$ cat config.mk
export PLATFORM = sky130hd
export DESIGN_NAME = serdes_tx_arbiter
export DESIGN_NICKNAME = d
export VERILOG_FILES = /design/src/rtl/serdes_tx_arbiter.sv
export SDC_FILE = /design/constraint.sdc
export NUM_CORES = 1
export LEC_CHECK = 0
export CORE_MARGIN = 2
export CORE_UTILIZATION = 30
export DETAILED_ROUTE_END_ITERATION = 7
export PLACE_DENSITY = 0.69
export SYNTH_ARGS = -nofsm -noshare
export SYNTH_HDL_FRONTEND = slang
export SYNTH_SLANG_ARGS = --single-unit
$ cat constraint.sdc
create_clock -name pclk_i -period 1.8 [get_ports pclk_i]
set_clock_uncertainty 0.1 [all_clocks]
set_input_delay 0.27 -clock pclk_i [delete_from_list [all_inputs] [get_ports pclk_i]]
set_output_delay 0.27 -clock pclk_i [all_outputs]
set_load 0.005 [all_outputs]
$ cat src/rtl/serdes_tx_arbiter.sv
// serdes_tx_arbiter
//   Round-robin arbiter and sequencer that shares one parallel-to-serial
//   serializer between NREQ requesters. A requester is granted for a burst of
//   at most BURST_LEN bytes. Bytes go to the serializer through a single
//   registered output stage (ser_data_o / ser_valid_o / ser_id_o).
//
// Parameters
//   NREQ      number of requesters (2..8)
//   DW        data width per byte
//   BURST_LEN max bytes per grant (1..15)
//   IW        id width, clog2(NREQ)
//
// Ports
//   pclk_i       parallel clock, rising edge
//   rst_i        asynchronous active-low reset
//   req_data_i   requester n data at [n*DW +: DW]
//   req_valid_i  per-requester valid
//   req_ready_o  per-requester ready, at most one bit high
//   ser_data_o   registered byte to serializer
//   ser_valid_o  registered byte valid
//   ser_ready_i  serializer accepts byte
//   ser_id_o     source requester of ser_data_o
//   grant_o      one-hot grant, zero in IDLE
//   busy_o       high in XFER or while ser_valid_o is high
//
// Configuration
//   SERDES_ARB_PRIO_EN : requester 0 wins every IDLE arbitration it takes part
//   in; the others rotate round-robin and the pointer never rests on 0.

module serdes_tx_arbiter #(
    parameter int NREQ      = 4,
    parameter int DW        = 8,
    parameter int BURST_LEN = 4,
    parameter int IW        = 2
) (
    input  logic                 pclk_i,
    input  logic                 rst_i,
    input  logic [NREQ*DW-1:0]   req_data_i,
    input  logic [NREQ-1:0]      req_valid_i,
    output logic [NREQ-1:0]      req_ready_o,
    output logic [DW-1:0]        ser_data_o,
    output logic                 ser_valid_o,
    input  logic                 ser_ready_i,
    output logic [IW-1:0]        ser_id_o,
    output logic [NREQ-1:0]      grant_o,
    output logic                 busy_o
);

    localparam int CW = 4;

    typedef enum logic {
        IDLE = 1'b0,
        XFER = 1'b1
    } state_t;

    state_t                  r_state;
    state_t                  w_state_nxt;
    logic [IW-1:0]           r_gidx;
    logic [IW-1:0]           r_ptr;
    logic [CW-1:0]           r_cnt;
    logic [DW-1:0]           r_data;
    logic                    r_valid;
    logic [IW-1:0]           r_id;

    logic [NREQ-1:0][DW-1:0] w_lane_data;
    logic                    w_free;
    logic                    w_gvalid;
    logic                    w_load;
    logic                    w_release;
    logic                    w_found;
    logic [IW-1:0]           w_pick;
    logic [IW-1:0]           w_ptr_nxt;
    logic [CW-1:0]           w_cnt_inc;

    genvar n;
    generate
        for (n = 0; n < NREQ; n++) begin : g_lane
            assign w_lane_data[n] = req_data_i[n*DW +: DW];
        end
    endgenerate

    // Output stage can take a byte if empty or draining this edge.
    assign w_free    = ~r_valid | ser_ready_i;
    assign w_gvalid  = req_valid_i[r_gidx];
    assign w_cnt_inc = r_cnt + CW'(1);
    assign w_load    = (r_state == XFER) & w_gvalid & w_free;
    // A stall (w_free low) never releases: only the burst limit or a dropped
    // valid ends the grant.
    assign w_release = (r_state == XFER) &
                       (~w_gvalid | (w_load & (w_cnt_inc == CW'(BURST_LEN))));

    // First valid requester at or above the pointer, wrapping.
    always_comb begin
        logic [IW:0] idx;
        w_found = 1'b0;
        w_pick  = '0;
        idx     = '0;
`ifdef SERDES_ARB_PRIO_EN
        if (req_valid_i[0]) w_found = 1'b1;
`endif
        for (int i = 0; i < NREQ; i++) begin
            idx = {1'b0, r_ptr} + (IW+1)'(i);
            if (idx >= (IW+1)'(NREQ)) idx = idx - (IW+1)'(NREQ);
`ifdef SERDES_ARB_PRIO_EN
            if (!w_found && (idx != '0) && req_valid_i[idx[IW-1:0]]) begin
`else
            if (!w_found && req_valid_i[idx[IW-1:0]]) begin
`endif
                w_found = 1'b1;
                w_pick  = idx[IW-1:0];
            end
        end
    end

    // Pointer after releasing the current grant.
    always_comb begin
        logic [IW:0] p;
        p = {1'b0, r_gidx} + (IW+1)'(1);
        if (p >= (IW+1)'(NREQ)) p = '0;
`ifdef SERDES_ARB_PRIO_EN
        if (p == '0) p = (IW+1)'(1);
`endif
        w_ptr_nxt = p[IW-1:0];
    end

    always_ff @(posedge pclk_i or negedge rst_i) begin
        if (!rst_i) r_state <= IDLE;
        else        r_state <= w_state_nxt;
    end

    always_comb begin
        w_state_nxt = r_state;
        req_ready_o = '0;
        grant_o     = '0;
        case (r_state)
            IDLE: begin
                if (w_found) w_state_nxt = XFER;
            end
            XFER: begin
                req_ready_o[r_gidx] = w_free;
                grant_o[r_gidx]     = 1'b1;
                if (w_release) w_state_nxt = IDLE;
            end
            default: w_state_nxt = IDLE;
        endcase
    end

    always_ff @(posedge pclk_i or negedge rst_i) begin
        if (!rst_i) begin
            r_gidx  <= '0;
            r_ptr   <= '0;
            r_cnt   <= '0;
            r_data  <= '0;
            r_valid <= 1'b0;
            r_id    <= '0;
        end else begin
            if (r_state == IDLE) begin
                r_cnt <= '0;
                if (w_found) r_gidx <= w_pick;
            end else begin
                if (w_load)    r_cnt <= w_cnt_inc;
                if (w_release) r_ptr <= w_ptr_nxt;
            end
            // A load in the same edge as a drain replaces the byte, no bubble.
            if (w_load) begin
                r_data  <= w_lane_data[r_gidx];
                r_id    <= r_gidx;
                r_valid <= 1'b1;
            end else if (ser_ready_i) begin
                r_valid <= 1'b0;
            end
        end
    end

    assign ser_data_o  = r_data;
    assign ser_valid_o = r_valid;
    assign ser_id_o    = r_id;
    assign busy_o      = (r_state == XFER) | r_valid;

endmodule

==> summary.md <==
| Metric | Value |
|---|---|
| Largest net degree at the start of global routing | 21 |
| Top cells by area, synth | dfrtp_1 38%, mux2i_1 7.6%, mux2_2 6.0%, nand2_1 4.8%, ha_1 4.7% |
| Status | finished with violations |
| CTS clk-pin slew, worst paths | 0.09 ns |
| Mapped Nets | 169 |
| Gr ovfl total | 0 |
| Crit end category | register |
| Layout cell share with drive strength beyond 1 | 0.356 |
| Filler cell count | 380 |
| FP Rows | 24 |
| Die area | between 4000 and 5000 um2 |
| WL final | 3.86 mm |
| Clk Latency, worst-skew pair | 0.26 ns |
| Clock Path Buffers | 2 |
| Slowest CP cell | mux4_2 |
| IR drop worst, VDD | 0.000541 V |
| Worst slew margin | 0.730 |
| Mapped Area | 1320 um2 |
| Htree depth | 1 |
| First-pass GRT wire length | 6.18 mm |
| Final WS setup | -0.0797 ns |
| Starting density of the core | 0.307 |
| RR Startpoint | r_gidx[0]$_DFFE_PN0P_ |
| Max Clock Freq | 0.532 GHz |
| Worst Hold Class | primary input to async pin |
| Worst path max stage delay | 0.43 ns |
| Minimum clock period | between 1.5 and 2 ns |
| Logic pwr share | 0.655 |
| CP cell instances | buf_6, mux4_2, nand3_4, buf_12, buf_4, a221o_1 |
| Mean Syn Cell Area | between 10 and 15 um2 |
| Worst-margin pin slew | 0.400 ns |
| Vias | 1,321 |
| Post-DRT Antenna Nets | 0 |
| Number of remaining DRC errors | 0 |
| Syn Inst Count | 125 |
| Layout Cells excl Fill | 271 |
| Clock sinks | 20 |
| Core area | between 4000 and 5000 um2 |
| Top Ports | 59 |
| Yosys warnings | 0 |
| Synth top area share | 0.380 |
| Share of power burned in the clock network | 0.127 |
| Die height | 70.3 um |
| Worst-case reg-to-reg path depth | 6 |
| Sequential share of the synthesized area | 0.380 |
| Layout area overhead | 82.5% |
| Cell Count Post-Placement | approximately 250 |
| Number of synthesized flops with an enable pin | 0 |
| Violated checks | setup timing |
| Flop pwr share | 0.219 |
| Flops & latches, synth | 20 |
| Worst Path Arrival | 1.93 ns |
| Post-DP HPWL | 2.72 mm |
| RSZ-0062 raised after global routing | yes |
| Setup TNS | -0.527 ns |
| Final setup viols | 8 |
| Crit Reg-Reg Endpoint | ser_data_o[5]$_DFFE_PN0P_ |
| Worst Path Max Fanout | 6 |
| Startpoint Class | register |
| Synth area leader | dfrtp_1 |
| PD cells | 1520 nW/um2 |
| NetSw | 1260 uW |
| Main synth FF type | dfrtp_1 |
| Chip Width | 70.3 um |
| Critical Path End | ser_data_o[5]$_DFFE_PN0P_ |
| Gp weighted congestion | 0.773 |
| Crit path required time | 1.85 ns |
| Yosys cell types | 36 |
| ANT cells | 0 |
| WP buf/inv | 3 |
| Stages on the worst setup path | 6 |
| CP Class | register to register |
| Total track usage | 0.154 |
| Share of the clock period used by the worst path after layout | 1.04 |
| PortBufs | 58 |
| Total of max-cap violations | 0 |
| Cell family with most CP delay | multiplexers |
| CTS tree | done |
| WL/cell | 14.2 um |
| Num CTS Buffers | 3 |
| Async SR Flop Fraction | 1.00 |
| Vias in the first global route | 1,216 |
| Vias per cell | between 4 and 5 |
| Most frequent cells in the layout | 50 x clkdlybuf4s50_1, 25 x buf_4, 19 x dfrtp_1 |
| First-pass DRT Iterations | 4 |
| Iter 0 DRT Violations | 63 |
| Clock root cell | clkbuf_8 |
| Leakage | 0.00107 uW |
| Nets | 264 |
| Beginning of the critical path | r_gidx[0]$_DFFE_PN0P_ |
| Hold-fix buffers at CTS | 0 |
| Reg2Reg Setup Slack | -0.08 ns |
| Final Hold Fails | 0 |
| Power Internal | 2400 uW |
| Most common cell after layout, fill and taps aside | clkdlybuf4s50_1 |
| Antenna violations before repair | 0 |
| Max-slew violation count | 0 |
| Net Sw Frac | 0.345 |
| Worst slack, placed | -0.257 ns |
[final cells by class]
| type | count | area, um2 | share of cell area |
|---|---|---|---|
| tap | 52 | 65.1 | 0.0270 |
| multi-input combinational | 95 | 847 | 0.352 |
| clock inverter | 1 | 30.0 | 0.0125 |
| sequential | 20 | 502 | 0.208 |
| clock buffer | 3 | 41.3 | 0.0172 |
| inverter | 5 | 22.5 | 0.00936 |
| timing repair buffer | 95 | 900 | 0.374 |
[power by group through the flow]
stage | Clock [uW] | Sequential (uW) | Combinational, uW
global route | 484 | 826 | 2600
CTS | 467 | 801 | 2030
detailed placement | 0 | 830 | 1890
finish | 463 | 800 | 2400
floorplan | 0 | 817 | 988
global placement | 0 | 826 | 1870
[Yosys cell counts, types with 2 or more instances]
cell type,n
nand3b_1,2
nor3_1,7
buf_6,3
and2_1,7
mux2_2,7
nand2_1,17
inv_1,4
dfrtp_1,20
a21oi_1,2
nor2_1,5
mux4_2,2
a221o_1,6
nor2b_1,4
ha_1,5
mux2i_1,10
o21ai_0,3
clkbuf_1,2
[worst register-to-register path, stage by stage (launching register included)]
cell and delay, ns:
dfrtp_1 0.41, buf_6 0.14, mux4_2 0.43, nand3_4 0.11, buf_12 0.15, buf_4 0.12
a221o_1 0.30
[per-layer routing]
metal,vias up,GRT usage,part of all wire
met5,-,0,0
met4,0,0.0256,0.0036
met3,4,0.0260,0.041
met2,40,0.259,0.52
met1,622,0.210,0.44
li1,655,-,-
[registers in the layout (all words and copies together), names as in the netlist]
signal and count:
ser_valid_o 1, r_ptr 2, r_gidx 2, ser_id_o 2, r_cnt 4, ser_data_o 8, r_state 1
[timing repair]
| item | CTS | global route |
|---|---|---|
| setup endpoints to repair | 17 | 20 |
| cloned | 0 | 0 |
| setup buffers | 6 | 7 |
| pin swaps | 1 | 12 |
| resized for setup | 28 | 33 |
[worst min-delay path by stage]
| stage | from | end | slack [ns] | cells after the start |
|---|---|---|---|---|
| detailed placement | ser_data_o[2]$_DFFE_PN0P_ | ser_data_o[2]$_DFFE_PN0P_ | 0.38 | 2 |
| CTS | rst_i | r_cnt[1]$_DFFE_PN0P_ | 0.26 | 2 |
| floorplan | rst_i | r_cnt[0]$_DFFE_PN0P_ | -0.13 | 0 |
| global placement | ser_data_o[3]$_DFFE_PN0P_ | ser_data_o[3]$_DFFE_PN0P_ | 0.36 | 2 |
| global route | rst_i | ser_data_o[2]$_DFFE_PN0P_ | 0.28 | 2 |
| finish | rst_i | r_gidx[0]$_DFFE_PN0P_ | 0.26 | 2 |
[cells by family (layout without fill, tap and decap cells)]
logic type	Yosys count	count (layout)	synth area share
xor+xnor	1	1	0.00664
fa+ha+maj	5	5	0.0474
simple gates	49	49	0.203
buf+inv	10	104	0.0455
flops	20	20	0.380
compound gates	19	19	0.120
mux	21	21	0.198
[metrics by stage]
stage	utilization	power, uW	instance area (um2)	hold WS, ns
floorplan	-	1800	1330	-0.126
global placement	0.492	2690	2110	0.362
detailed placement	0.492	2720	2110	0.377
CTS	0.520	3290	2230	0.264
global route	0.561	3900	2410	0.281
finish	0.561	3660	2410	0.255
Power figures use the tool's default switching activity.
